### src/rtl/stopwatch_display_if.sv
// Bus between the stopwatch core side and the display driver:
// time/run/lap in, multiplexed 7-segment pins and freeze flag out.
interface stopwatch_display_if;
  logic [5:0] seconds;
  logic [5:0] minutes;
  logic       run;
  logic       lap;
  logic [6:0] seg;
  logic [3:0] an;
  logic       dp;
  logic       frozen;

  modport master (output seconds, minutes, run, lap, input seg, an, dp, frozen);
  modport slave  (input seconds, minutes, run, lap, output seg, an, dp, frozen);
endinterface

### src/rtl/stopwatch_display.sv
// MM.SS multiplexed 7-segment driver: snapshot/lap freeze, binary-to-BCD,
// digit scan and registered pin drive.

module stopwatch_display_bcd2 (
  input  logic [5:0]      v,
  output logic [1:0][3:0] d    // d[1] = tens, d[0] = ones
);
  localparam logic [3:0] DASH = 4'hA;

  always_comb begin
    d[1] = DASH;
    d[0] = DASH;
    if (v <= 6'd59) begin
      d[1] = 4'(v / 6'd10);
      d[0] = 4'(v % 6'd10);
    end
  end
endmodule

module stopwatch_display #(
  parameter int SCAN_DIV   = 4,
  parameter bit ACTIVE_LOW = 1'b1
) (
  input logic clk,
  input logic reset,
  stopwatch_display_if.slave sw
);
  localparam int             DW       = $clog2(SCAN_DIV);
  localparam logic [DW-1:0]  DIV_LAST = DW'(SCAN_DIV - 1);
  localparam logic [6:0]     POL7     = {7{ACTIVE_LOW}};
  localparam logic [3:0]     POL4     = {4{ACTIVE_LOW}};

  logic                 frozen_q;
  logic [1:0][5:0]      snap_q;     // [1] minutes, [0] seconds
  logic [1:0][1:0][3:0] dig_nxt;    // [field][tens/ones]
  logic [3:0][3:0]      dig_q;      // 0 = sec ones .. 3 = min tens
  logic [DW-1:0]        div_q;
  logic [1:0]           idx_q;
  logic                 blink_q;
  logic [6:0]           seg_q;
  logic [3:0]           an_q;
  logic                 dp_q;
  logic                 dp_on;

  // Any code outside 0..9 is the out-of-range dash.
  function automatic logic [6:0] seg_code(input logic [3:0] d);
    case (d)
      4'd0:    return 7'h3F;
      4'd1:    return 7'h06;
      4'd2:    return 7'h5B;
      4'd3:    return 7'h4F;
      4'd4:    return 7'h66;
      4'd5:    return 7'h6D;
      4'd6:    return 7'h7D;
      4'd7:    return 7'h07;
      4'd8:    return 7'h7F;
      4'd9:    return 7'h6F;
      default: return 7'h40;
    endcase
  endfunction

  generate
    for (genvar f = 0; f < 2; f++) begin : g_bcd
      stopwatch_display_bcd2 u_bcd (.v(snap_q[f]), .d(dig_nxt[f]));
    end
  endgenerate

  // Separator: steady with run while live, blinking per frame while frozen.
  assign dp_on = (idx_q == 2'd2) && (frozen_q ? blink_q : sw.run);

  always_ff @(posedge clk) begin
    if (reset) begin
      frozen_q <= 1'b0;
      snap_q   <= '0;
      dig_q    <= '0;
      div_q    <= '0;
      idx_q    <= '0;
      blink_q  <= 1'b0;
      seg_q    <= POL7;
      an_q     <= POL4;
      dp_q     <= ACTIVE_LOW;
    end else begin
      if (!frozen_q) snap_q <= {sw.minutes, sw.seconds};
      if (sw.lap)    frozen_q <= ~frozen_q;
      dig_q <= dig_nxt;
      if (div_q == DIV_LAST) begin
        div_q <= '0;
        idx_q <= idx_q + 2'd1;
        if (idx_q == 2'd3) blink_q <= ~blink_q;
      end else begin
        div_q <= div_q + DW'(1);
      end
      seg_q <= seg_code(dig_q[idx_q]) ^ POL7;
      an_q  <= (4'b0001 << idx_q) ^ POL4;
      dp_q  <= dp_on ^ ACTIVE_LOW;
    end
  end

  assign sw.seg    = seg_q;
  assign sw.an     = an_q;
  assign sw.dp     = dp_q;
  assign sw.frozen = frozen_q;
endmodule

### src/flat_wrapper.sv
// flat-port wrapper written by rule: the top's interface ports become plain ports
module stopwatch_display_flat 
#(
  parameter int SCAN_DIV   = 4,
  parameter bit ACTIVE_LOW = 1'b1
)
  (clk, reset, sw_seconds, sw_minutes, sw_run, sw_lap, sw_seg, sw_an, sw_dp, sw_frozen);
  stopwatch_display_if sw_i ();
  input logic clk;
  input logic reset;
  input wire logic [$bits(sw_i.seconds)-1:0] sw_seconds;
  input wire logic [$bits(sw_i.minutes)-1:0] sw_minutes;
  input wire logic [$bits(sw_i.run)-1:0] sw_run;
  input wire logic [$bits(sw_i.lap)-1:0] sw_lap;
  output wire logic [$bits(sw_i.seg)-1:0] sw_seg;
  output wire logic [$bits(sw_i.an)-1:0] sw_an;
  output wire logic [$bits(sw_i.dp)-1:0] sw_dp;
  output wire logic [$bits(sw_i.frozen)-1:0] sw_frozen;
  assign sw_i.seconds = sw_seconds;
  assign sw_i.minutes = sw_minutes;
  assign sw_i.run = sw_run;
  assign sw_i.lap = sw_lap;
  assign sw_seg = sw_i.seg;
  assign sw_an = sw_i.an;
  assign sw_dp = sw_i.dp;
  assign sw_frozen = sw_i.frozen;
  stopwatch_display #(.SCAN_DIV(SCAN_DIV), .ACTIVE_LOW(ACTIVE_LOW)) u_core (.clk(clk), .reset(reset), .sw(sw_i));
endmodule
### config.mk
export PLATFORM = sky130hd
export DESIGN_NAME = stopwatch_display_flat
export DESIGN_NICKNAME = d
export VERILOG_FILES = /design/src/rtl/stopwatch_display_if.sv /design/src/rtl/stopwatch_display.sv /design/src/flat_wrapper.sv
export SDC_FILE = /design/constraint.sdc
export NUM_CORES = 1
export LEC_CHECK = 0
export CORE_MARGIN = 2
export CORE_UTILIZATION = 50
export DETAILED_ROUTE_END_ITERATION = 10
export PLACE_DENSITY = 0.72
export SETUP_SLACK_MARGIN = 0.1
export SYNTH_ARGS = -nofsm -noshare
export SYNTH_HDL_FRONTEND = slang
export SYNTH_HIERARCHICAL = 1
export SYNTH_SLANG_ARGS = --single-unit
### constraint.sdc
create_clock -name clk -period 4.45 [get_ports clk]
set_clock_uncertainty 0.15 [all_clocks]
set_input_delay 0.89 -clock clk [delete_from_list [all_inputs] [get_ports clk]]
set_output_delay 0.89 -clock clk [all_outputs]
set_load 0.01 [all_outputs]
**Word-level counts from Yosys, hierarchy flattened**

Memory sizes are Yosys's and may differ from the RTL's.
Index checks and enable logic that the tools add are counted.

- Register bits: 46
- ROM bits: 112
- Input bits: 16
- Output and inout bits: 13
- Logic and storage cells: 49
- Memories kept: 1

- Add/subtract/negate cells: 2
- Divide/modulo/power cells: 4
- $lt $le $gt $ge: 3
- Equal/unequal tests: 3
- Shift operators: 1
- Mux-type cells: 6
- Bitwise operators: 7
- Reduce and logical (&&, ||, !) cells: 5

Memory list:

| memory | depth | width | read ports | clocked after memory_dff | write ports | line | source |
|---|---|---|---|---|---|---|---|
| (name not given) | 16 | 7 | 1 | 0 | 0 | stopwatch_display.sv:47 | `case (d)` |

Operator list:

| cell | number |
|---|---|
| $mux 8 | 2 |
| $div 6x4->6 const B | 2 |
| $le 6x6->1 const B | 2 |
| $mod 6x4->6 const B | 2 |
| $bmux 4 s2 | 1 |
| $mux 7 | 1 |
| $not 7->7 | 1 |
| $eq 2x2->1 const B | 3 |
| $reduce_or 2->1 | 3 |
| $not 1->1 | 5 |
| $add 2x1->2 const B | 2 |
| $mux 4 | 1 |
| $not 4->4 | 1 |
| $shl 1x2->4 const A | 1 |
| $lt 2x3->1 const B | 1 |
| $reduce_and 2->1 | 1 |
| $logic_and 1x1->1 | 1 |
| $mux 1 | 1 |

**Depth between registers and ports, before layout**

Gate-level depths: netlist of the first run.
An unclocked memory read counts as a cell.

- Word-level depth: 5
- Mapped depth: 12
- Gate-level depth less buffers: 11

**By module**

The synthesis of the first run kept the hierarchy.

By module, submodules not included:

| module | instances | cells an instance | area each (um^2) | sequential area each (um^2) |
|---|---|---|---|---|
| stopwatch_display | 1 | 153 | 1711.6 | 920.9 |
| stopwatch_display_bcd2 at u_core.g_bcd[1].u_bcd | 1 | 65 | 419.2 | 0.0 |
| stopwatch_display_bcd2 at u_core.g_bcd[0].u_bcd | 1 | 51 | 387.9 | 0.0 |

**Worst setup path before layout of the first run**

Ideal clock, no wire load.

- Path kind: register to register
- Start point: reg u_core/snap_q[4] (netlist name)
- End point: reg u_core/dig_q[3] (netlist name)
- Setup time: 0.115 ns
- Data arrival time: 2.243 ns
- Data required time: 4.185 ns
- Setup slack: 1.942 ns
- Stages on the path, launching flop included: 13
- Buffers on the path: 1
- Clock period less this slack: 2.508 ns
- Path through: dfxtp_1 buf_4 inv_1 ha_1 nand3b_1 a311o_1 nand4_1 inv_1 ha_1 inv_1 o31ai_1 a221o_1 nor2b_1

RTL lines:

| item | line | source |
|---|---|---|
| from (decl) | stopwatch_display.sv:34 | `logic [1:0][5:0] snap_q;` |
| from (signal assigned) | stopwatch_display.sv:83 | `if (!frozen_q) snap_q <= {sw.minutes, sw.seconds};` |
| to (signal assigned) | stopwatch_display.sv:85 | `dig_q <= dig_nxt;` |
| to (decl) | stopwatch_display.sv:36 | `logic [3:0][3:0] dig_q;` |

**Worst setup path in the final report of the first run**

- Start point: reg u_core.frozen_q, in the netlist u_core/sw.frozen
- End point: out sw_frozen

RTL lines:

| item | line | source |
|---|---|---|
| from (decl) | stopwatch_display.sv:33 | `logic frozen_q;` |
| from (signal assigned) | stopwatch_display.sv:84 | `if (sw.lap) frozen_q <= ~frozen_q;` |
| to (decl) | flat_wrapper.sv:18 | `output wire logic [$bits(sw_i.frozen)-1:0] sw_frozen;` |

No word-level cell between the ends.

==> results.txt, run 1 <==
The flow ran to the end, and the final reports show no timing, DRC or antenna violations. The tree is rooted in a clkbuf_8. The number of hold buffers added after CTS was 0.

The first-pass detailed-route iteration total came out at 4. For the worst setup path, the data required time is ~3.4 ns. The number of nets with antenna violations after detailed routing is 0. The initial core utilization came out at between 50 and 60%. The count of warnings emitted by yosys is 6. The sum of internal, switching and leakage power came out at 0.992 mW.

The die area is about 0.0056 mm2. Traced cell by cell, the critical path runs through clkdlybuf4s50_1. The headroom to the max-slew limit came out at between 40% and 50%. The top-level port count came out at 29.

The tightest min-delay check is of the reg2reg type. Synthesis handed over a netlist of roughly 270 instances. The mean instance size in the synthesized netlist came out at 9.36 um2. The H-tree was split into 2 levels. The via count of the first global-routing pass is 1627. The transition time at the pin with the least slew margin came out at 0.821 ns. The clock net sink count is 46.

The count of buffers from port buffering is 28. The critical path buffer and inverter count is 1. The critical path is of the reg2out type. The area growth from synthesis to final layout came out at 14.1%. The number of slew-limit violations in the final report is 0.

The final setup slack of the worst path is 1.57 ns. The via-per-instance ratio came out at approximately 5.3. The routability congestion estimate from global placement is 0.820. The number of cell rows is 25.

The worst-path cell with the longest stage delay is dfxtp_1. The aggregate global-route resource usage came out at approximately 17%. Setup repair after global routing left no endpoint under its margin. The area of the mapped netlist came out at 0.00252 mm2. The post-route minimum period came out at 2.88 ns. TritonCTS built the clock tree. In the synthesized netlist the async set-or-reset flop fraction comes to 0%. The share of the Yosys chip area taken by registers is 36.6%. The maximum number of pins on one net before global-route repair is 40.

The final global-route overflow total is 0. The number of endpoints with negative hold slack in the final report came to 0. The worst-case register-to-register setup slack came out at 1.58 ns. The number of cells on the worst reg-to-reg path came out at 11.

The maximum fanout count along the critical path came out at 15. The number of enable-type register cells in the synthesized netlist came out at 0. The number of CTS-inserted buffers is 5. The library cell used most frequently in the layout, excluding fill and tap cells, is dfxtp_1. The critical path capture point type is an output port. Clock-pin slew was measured on the worst setup and hold paths at 0.09 ns. The post-synthesis net count is slightly below 300.

In this run, post-CTS repair resized a total of 0 instances. The arrival time at the worst endpoint is 1.84 ns. The detailed router finished its first iteration with 53 violations. The distinct cell type count of the synthesized netlist came out at 61.

The peak clock frequency supported by timing is 347 MHz. The startpoint of the most critical setup path is u_core/sw.frozen. The post-route netlist has under 10% of its cells at a drive strength greater than 1. The final count of negative-setup-slack endpoints came out at 0. The routed layout has between 1500 and 2000 vias. The logic depth of the worst path, buffers included is 1.

The power per unit of standard cell area came out at 345 mW/mm2. The routed wire length is ~4300 um. The floorplan step defined a core boundary enclosing 0.00479 mm2. The library cells used most frequently in the layout, excluding fill and tap cells, are dfxtp_1 (46), clkdlybuf4s50_1 (28), nor2_1 (27). Broken down by cell family, the worst path's largest delay share belongs to flip-flops. The total inserted antenna cells came out at 0. From bottom edge to top edge, the die measures about 75 um. After layout, the worst path uses 64.7% of the clock period. The horizontal die dimension is 75.0 um.

Before CTS, the worst setup slack after placement is 1.63 ns. The detailed placement HPWL is 2980 um. The largest incremental delay on the critical path came out at 0.86 ns. Across the VDD grid, the largest voltage drop is 0.155 mV. The final layout net count is 318. The clock passes through at most 2 buffers. Once the clock tree was built, the setup fixing pass inserted 0 buffers. The post-detailed-route DRC marker count is 0. The number of flip-flops and latches in the synthesized netlist came out at 46.

The startpoint type of the worst setup path is a register. Among all flip-flop cells after synthesis, the most frequent one is dfxtp_1. The global-route wire length before repair came out at 7320 um.

Max-cap violations in this run came to 0. The critical path ends at sw_frozen. The later-pin clock latency in the skew report came out at 0.30 ns. The initial antenna violation count is 0. The worst register-to-register path ends at u_core/dig_q[3]. In this run the critical register-to-register path is launched from u_core/snap_q[4]. The leakage dissipation came out at between 1 and 1.5 nW. The summed negative setup slack over all endpoints came out at 0 ns. The mean routed wirelength per cell came out at between 10 and 15 um.
==> synth_stat cells, drive strengths merged, types with 2 or more instances <==
library cell,number,area (um2)
clkbuf,4,15.0
nand2b,7,46.3
and2b,2,16.3
a31oi,3,18.8
mux2,2,26.3
nor2b,22,138
nand3b,3,22.5
xnor2,2,17.5
nand3,2,10.0
nor3,4,31.3
o21bai,3,22.5
nand4,2,12.5
nor2,27,101
a21oi,15,75.1
o21ai,14,77.6
xor2,3,26.3
mux4,4,93.8
a221oi,3,43.8
nand2,14,60.1
a21o,3,22.5
o22ai,3,18.8
ha,13,163
dfxtp,46,921
or3,2,12.5
o21a,2,15.0
mux2i,14,140
inv,16,62.6
and2,3,20.0
buf,12,92.6
a311oi,2,17.5
==> routing by layer <==
metal	track usage (%)	wire, um
met1	22.1	2010
met2	27.5	2000
met3	3.35	178
met4	7.74	85
met5	0	0
==> report_power, final <==
group / switching, mW / internal (mW) / leakage, nW
combinational: 0.108 / 0.135 / 0.738
sequential: 0.0446 / 0.449 / 0.380
clock: 0.146 / 0.110 / 0.0441
total: 0.298 / 0.694 / 1.16
==> state kept, by name (all words and copies together) (netlist names) <==
signal,flops
u_core/snap_q,12
u_core/idx_q,2
u_core/div_q,2
u_core/sw.an,4
u_core/sw.frozen,1
u_core/blink_q,1
u_core/sw.seg,7
u_core/sw.dp,1
u_core/dig_q,16
==> area by class of cell <==
class / count / area (um2)
repair buffers: 29 / 288
fillers: 421 / 1910
clock buffers: 5 / 68.8
inverters: 16 / 62.6
multi-input cells: 191 / 1430
well taps: 67 / 83.8
clock inverters: 3 / 21.3
flip-flops and latches: 46 / 921
==> logic make-up (layout without fill, tap and decap cells) <==
kind of cell | count (synthesis) | after routing | share of synthesized area (%)
muxes | 20 | 20 | 10.3
AOI/OAI and AO/OA | 60 | 60 | 18.0
DFF | 46 | 46 | 36.6
adders and majority gates | 13 | 13 | 6.46
buffers and inverters | 32 | 53 | 6.76
xor gates and xnor gates | 5 | 5 | 1.74
and+or+nand+nor | 93 | 93 | 20.2
==> worst min path at each step <==
stage                         start              end  slack (ns)  cells past startpoint
CTS                 u_core/div_q[0]  u_core/div_q[0]        0.29                      1
floorplan           u_core/div_q[0]  u_core/div_q[0]        0.25                      1
global placement    u_core/div_q[0]  u_core/div_q[0]        0.26                      1
finish              u_core/div_q[0]  u_core/div_q[0]        0.29                      1
detailed placement  u_core/div_q[0]  u_core/div_q[0]        0.28                      1
global route        u_core/div_q[0]  u_core/div_q[0]        0.32                      1
==> through the flow <==
| step | area (um2) | utilization [%] | cells | hold slack, ns |
|---|---|---|---|---|
| after floorplan | 2520 | - | 269 | 0.254 |
| after global placement | 2780 | 58.1 | 349 | 0.265 |
| after detailed placement | 2780 | 58.1 | 349 | 0.277 |
| after CTS | 2870 | 60.0 | 357 | 0.291 |
| after global routing | 2870 | 60.0 | 357 | 0.321 |
| final | 2870 | 60.0 | 357 | 0.285 |
Note: power is estimated with default switching activity, not from simulation.
==> inputs of run 2 (changes only) <==
==> constraint.sdc (replaced) <==
create_clock -name clk -period 3 [get_ports clk]
set_clock_uncertainty 0.15 [all_clocks]
set_input_delay 0.6 -clock clk [delete_from_list [all_inputs] [get_ports clk]]
set_output_delay 0.6 -clock clk [all_outputs]
set_load 0.01 [all_outputs]
==> run 2 against run 1 <==
Net effect:
- via count is 0.74% lower
- critical path depth is 8 higher
- wire length is 1.8% higher
- utilization is 1.4 points higher
- largest cell class unchanged
- count of clock-buffer cells in the layout stayed put
- highest routed layer unchanged
==> results.txt, run 2 (synthesized netlist as in run 1, its figures left out) <==
The layout has 424 filler cells. The peak clock frequency supported by timing came out at 386 MHz. Prior to clock tree synthesis, the placed netlist has a worst setup slack of ~0.44 ns. Across the VDD grid, the largest voltage drop is 0.367 mV. Leaving out fill and tap cells, the most frequent cell in the layout is dfxtp_1. During placement, the flow inserted port buffers numbering 28. The initial utilization of the core area, before any placement, comes to a little over half. The via count of the first global-routing pass is 1650. The internal power of the cells totals 1.12 mW. The H-tree depth reported by CTS came out at 2.

The power per unit of standard cell area came out at 531 mW/mm2. Setup repair after global routing left no endpoint under its margin. The via count is roughly 1900.

Measured against its own limit, the worst slew margin works out to ~64%. Among all stages on the critical path, the largest delay is contributed by dfxtp_1. The die area came out at 0.00562 mm2. The final global-route overflow total came out at 0. The global-route wire length before repair is 7470 um. For this block, the routed nets add up to 4350 um of wire. Data on the critical path is required at its endpoint by 3.03 ns. The number of endpoints with negative hold slack in the final report is 0. The setup check on the worst reg-to-reg path leaves a slack of 0.41 ns. The path with the worst hold slack has its endpoint at u_core/div_q[0].

Across every metal layer, demand over resource in global routing totals 17.3%. The number of nets with antenna violations after detailed routing is 0. The number of buffers on the longest clock path came out at 2. The largest register by flop count is u_core/dig_q. The post-CTS resize count is 0. The leakage dissipation is 1.21 nW. The number of buffers added for setup after CTS came out at 0. For this design the total switching power over the nets is 0.437 mW.

Hold timing on the final database bottoms out at a slack of between 0.2 and 0.3 ns. The height of the die is between 70 and 80 um. For this design, the CTS-stage hold fixing added 0 buffers. The final layout net count came out at 324.

STA classifies the critical path startpoint as a register. The arrival time at the worst endpoint came out at 2.62 ns. The area growth from synthesis to final layout came out at 16.7%. The number of slew-limit violations in the final report was 0. The number of DRC markers in iteration 0 came out at 74. The share of the clock period used by the worst path came out at 86.4%. The top cell types in the final layout, fill and taps aside, are dfxtp_1 (46), clkdlybuf4s50_1 (28), nor2_1 (27). The endpoint of the lowest-slack register-to-register path is u_core/dig_q[11]. The post-route minimum period is 2.59 ns.

The worst setup path is captured at a register. The critical path goes through nor2_1 -> o21ai_0 -> nand2_1 -> ha_1 -> o21bai_1 -> a21oi_1 -> a311oi_1 -> or3_1 -> nor2b_1. The worst setup path is of the reg2reg kind. The mean routed wirelength per cell came out at 12.0 um. Across the run, the number of max-cap violations was 0. TritonCTS built the clock tree. The largest incremental delay on the critical path is 0.66 ns. Counting instances, the worst hold path has a depth of 1.

The via-per-instance ratio is approximately 5.2. The root buffer selected by CTS is clkbuf_8. The total inserted antenna cells is 0.

The first-pass detailed-route iteration total is 4. The post-detailed-route DRC marker count is 0. The path class of the tightest hold or removal check is reg2reg. The number of flip-flops in the largest register came out at 16. The number of CTS-inserted buffers is 5. The area occupied by registers is 921 um2. The initial antenna violation count was 0. The flow ran to the end, and the final reports show no timing, DRC or antenna violations.

The summed negative setup slack over all endpoints is 0 ns. The part of the power in registers came out at 45.1%. CTS saw 46 sinks. In this run the critical register-to-register path is launched from u_core/snap_q[10].

Along the worst path, the maximum fanout reaches 18. The top-level port count came out at 29. The final setup slack of the worst path is 0.408 ns. The detailed placement HPWL came out at 3090 um. The multi-input logic area came out at between 0.001 and 0.0015 mm2. After clock tree synthesis, the clock-pin slew on the worst setup and hold paths is 0.09 ns.

The routability congestion estimate from global placement is 0.850. The ratio of cells with drive above 1 in the final layout came out at between 10 and 15%. For the pin with the worst max-slew slack, the measured transition is 0.537 ns. The worst min-delay path startpoint is u_core/div_q[0].

The maximum number of pins on one net before global-route repair is 32. The floorplan step set the die width to 75.0 um. Net switching is between 20% and 30% of the power. The clock network fraction of total power came out at 29.3%. The placeable core region came out at 0.00479 mm2. The fraction of power consumed by combinational cells came out at 25.6%. The number of cells on the worst reg-to-reg path is 9. The number of cell rows came out at 25. The final count of negative-setup-slack endpoints is 0. The later-pin clock latency in the skew report is 0.29 ns.
## run 2: changes by cell type in the layout (fill, tap and decap cells not counted), sizes merged
cell and change:
bufinv +1, buf +6, clkinv -1, inv +1, clkinvlp -1
## run 2: layer usage
metal	GRT usage, %	vias to the layer above	routed length (um)
met3	3.21	5	119
met2	28.1	36	2110
met1	23.2	845	2090
met5	0	-	0
li1	-	990	-
met4	5.95	0	38
## run 2: area by class of cell
type	count	share of cell area (%)
inverters	16	2.13
flip-flops and latches	46	31.3
well taps	67	2.85
repair buffers	35	11.3
clock inverters	3	1.49
multi-input cells	191	48.6
clock buffers	5	2.34
## run 2: through the flow
step	instance area (um2)	cells	power [mW]	util, %
after floorplan	2520	269	1.01	-
after global placement	2830	355	1.11	59.1
after detailed placement	2830	355	1.12	59.1
after CTS	2940	363	1.58	61.4
after global routing	2940	363	1.66	61.4
final	2940	363	1.56	61.4
## run 2: critical path, delay by kind of cell, from the launching register on
family                   cells  cell delay (ns)
AND/OR/NAND/NOR              4             0.80
adder cells (fa/ha/maj)      1             0.23
flip-flops                   1             0.66
AO/OA/AOI/OAI                4             0.63
## run 2: power by group through the flow
stage                     Combinational, mW  Clock (mW)  Sequential [mW]
after global placement                0.394           0            0.717
after global routing                  0.448       0.500            0.712
after detailed placement              0.400           0            0.717
final                                 0.400       0.457            0.704
after floorplan                       0.300           0            0.712
after CTS                             0.403       0.472            0.704
## run 2: worst max-delay path by stage
stage / startpoint / endpoint / slack, ns / cells past startpoint
floorplan: u_core/snap_q[4] / u_core/dig_q[3] / 0.49 / 12
global placement: u_core/snap_q[10] / u_core/dig_q[11] / 0.57 / 9
detailed placement: u_core/snap_q[10] / u_core/dig_q[11] / 0.44 / 9
CTS: u_core/snap_q[10] / u_core/dig_q[11] / 0.45 / 9
global route: u_core/snap_q[10] / u_core/dig_q[11] / 0.13 / 9
finish: u_core/snap_q[10] / u_core/dig_q[11] / 0.41 / 9
==> inputs of run 3 (changes only) <==
--- a/config.mk
+++ b/config.mk
@@ -8,7 +8,7 @@
 export CORE_MARGIN = 2
 export CORE_UTILIZATION = 50
 export DETAILED_ROUTE_END_ITERATION = 10
-export PLACE_DENSITY = 0.72
+export PLACE_DENSITY_LB_ADDON = 0.08
 export SETUP_SLACK_MARGIN = 0.1
 export SYNTH_ARGS = -nofsm -noshare
 export SYNTH_HDL_FRONTEND = slang
==> run 3 against run 2 <==
Net effect:
- via count up 0.59%
- worst hold slack improved by 0.0063 ns
- die area unchanged
- largest power group unchanged
==> results.txt, run 3 (synthesized netlist as in run 1, its figures left out) <==
TritonCTS built the clock tree. Broken down by cell family, the worst path's largest delay share belongs to compound AO/OA/AOI/OAI gates. The top-level port count came out at 29. The post-CTS resize count came out at 0. The number of endpoints with negative hold slack in the final report came to 0. The worst setup path is launched from a register. The most numerous cell type found on the critical path is inv_1. Of all nets on the critical path, the largest fanout is 5.

The number of slew-limit violations in the final report was 0. The category of the most critical setup path is reg2reg. The run finished with clean final reports.

Buffers inserted to repair hold after CTS numbered 0. The routability congestion estimate from global placement came out at 0.866. Ranked by flip-flop count, first place goes to u_core/dig_q. Traced cell by cell, the critical path runs through inv_1 -> ha_1 -> nand3b_1 -> a311o_1 -> nand4_1 -> inv_1 -> ha_1 -> inv_1 -> o31ai_1 -> a221o_1 -> nor2b_1. In this run the standard cell core region covers 0.00479 mm2. The met3 demand-to-capacity share in global routing came out at 3.61%. Setup repair after global routing left no endpoint under its margin. Dividing the detail-routed via count by the number of cells gives 5.20. The logic depth of the worst path, buffers included came out at 11.

The root buffer selected by CTS is clkbuf_8. The multi-input logic area is 0.00143 mm2. The number of nets with antenna violations after detailed routing is 0. The clock net sink count is between 40 and 50. The worst-case register-to-register setup slack is 0.44 ns.

The critical path buffer and inverter count is 3. Across all layers, the routed design uses 1887 vias. The setup slack at placement is 0.483 ns.

The final global-route overflow total came out at 0. The height of the die came out at 75.0 um. For this run, the total global-route usage over all layers was measured as 17.0%. The share of the clock period used by the worst path came out at between 80% and 90%. The tightest min-delay check is of the reg2reg type.

The global-route wire length before repair is approximately 7400 um. The first-pass detailed-route iteration total came out at 4. The global routing stage identified its most utilized layer as met2. The top cell types in the final layout, fill and taps aside, are dfxtp_1 (46), clkdlybuf4s50_1 (28), nor2_1 (27). The post-route netlist has 11.1% of its cells at a drive strength greater than 1.

The initial antenna violation count is 0. The worst setup path is captured at a register. The area growth from synthesis to final layout came out at 16.7%. Following the worst setup path forward leads to its endpoint at u_core/dig_q[3]. The H-tree depth reported by CTS came out at 2. The arrival time at the worst endpoint is 2.59 ns. The transition time at the pin with the least slew margin came out at 0.521 ns. The detailed placement HPWL is between 3000 and 4000 um. The placed instances occupy a cell area of 0.00283 mm2. The final layout net count is 324. The number of flip-flops in the largest register is 16. Once placement completed, the tool counted placed cells totaling 355. The leakage dissipation is 1.21 nW. Entering global routing, the biggest net connects 40 pins. The headroom to the max-slew limit came out at roughly 65%.

The number of DRC markers in iteration 0 came out at 66. The cell area after layout is just under 0.003 mm2. In this design, the stage delay of the slowest critical-path cell is ~0.36 ns. The area occupied by registers came out at 921 um2. The worst-case vdd ir drop is between 0.3 and 0.4 mV. Input and output buffers added on the ports amount to 28. The most critical setup path has its startpoint at u_core/snap_q[4]. The fraction of met1 tracks used by global routing came out at a little under a quarter. The post-route minimum period came out at 2.56 ns. The largest individual stage delay along the critical path comes from the cell a311o_1. Setup total negative slack on the finished layout was measured at 0 ns.

The worst register-to-register path begins at u_core/snap_q[4]. Across all hold checks on the routed design, the worst slack comes to around 0.29 ns. The data required time of the critical path is roughly 3.0 ns. The later-pin clock latency in the skew report came out at 0.29 ns.

The number of buffers on the longest clock path is 2. The die area is 0.00562 mm2. For this run, the number of standard cells in the final layout without fillers is about 360. Row generation in the floorplan step produced 25 rows. The most common cell after layout, fill and taps aside is dfxtp_1.

The power per unit of standard cell area came out at 531 mW/mm2. The via count of the first global-routing pass is 1635. The number of buffers added for setup after CTS came out at 0. The horizontal die dimension is 75.0 um. The post-detailed-route DRC marker count is 0. The met2 track utilization from global routing came out at a little over a quarter. Clock-pin slew was measured on the worst setup and hold paths at 0.09 ns.

The initial core utilization came out at 52.6%. The endpoint of the lowest-slack register-to-register path is u_core/dig_q[3]. The filler cell count came out at 435. Static timing analysis puts the maximum clock frequency at around 390 MHz. Max-cap violations in this run came to 0.

In this run, CTS created clock tree buffers numbering 5. Wires add up to 4280 um. The final setup slack of the worst path is 0.440 ns. The repair_antennas step left the layout with diodes totalling 0. The final count of negative-setup-slack endpoints came out at 0. The number of cells on the worst reg-to-reg path came out at 11.

The mean routed wirelength per cell is around 12 um.
## run 3: cell counts in the layout (fill, tap and decap cells not counted)
Identical to the previous run, type by type.
## run 3: layer usage
metal | up-vias | part of all wire [%] | wire length [um]
met3 | 5 | 3.6 | 156
li1 | 990 | - | -
met4 | 0 | 1.1 | 46
met1 | 856 | 49 | 2100
met5 | - | 0 | 0
met2 | 36 | 46 | 1980
## run 3: how the worst min path moves through the flow
stage / startpoint / endpoint / slack (ns) / cells after the start
floorplan: u_core/div_q[0] / u_core/div_q[0] / 0.25 / 1
global placement: u_core/div_q[0] / u_core/div_q[0] / 0.26 / 1
detailed placement: u_core/div_q[0] / u_core/div_q[0] / 0.27 / 1
CTS: u_core/div_q[0] / u_core/div_q[0] / 0.28 / 1
global route: u_core/div_q[0] / u_core/div_q[0] / 0.32 / 1
finish: u_core/div_q[0] / u_core/div_q[0] / 0.29 / 1
## run 3: area by class of cell
cell class                      instances  area share, %
Inverter                               16           2.13
Clock inverter                          3           1.49
Tap cell                               67           2.85
Timing Repair Buffer                   35           11.3
Multi-Input combinational cell        191           48.6
Sequential cell                        46           31.3
Clock buffer                            5           2.34
## run 3: power breakdown
part           internal (mW)  leakage (nW)  switching (mW)
combinational          0.209         0.769           0.192
sequential             0.665         0.380          0.0373
clock                  0.250        0.0585           0.208
## run 3: stage by stage
step	total power [mW]	util (%)
after detailed placement	1.12	59.1
after global placement	1.11	59.1
after CTS	1.58	61.4
after global routing	1.66	61.4
after floorplan	1.01	-
final	1.56	61.4
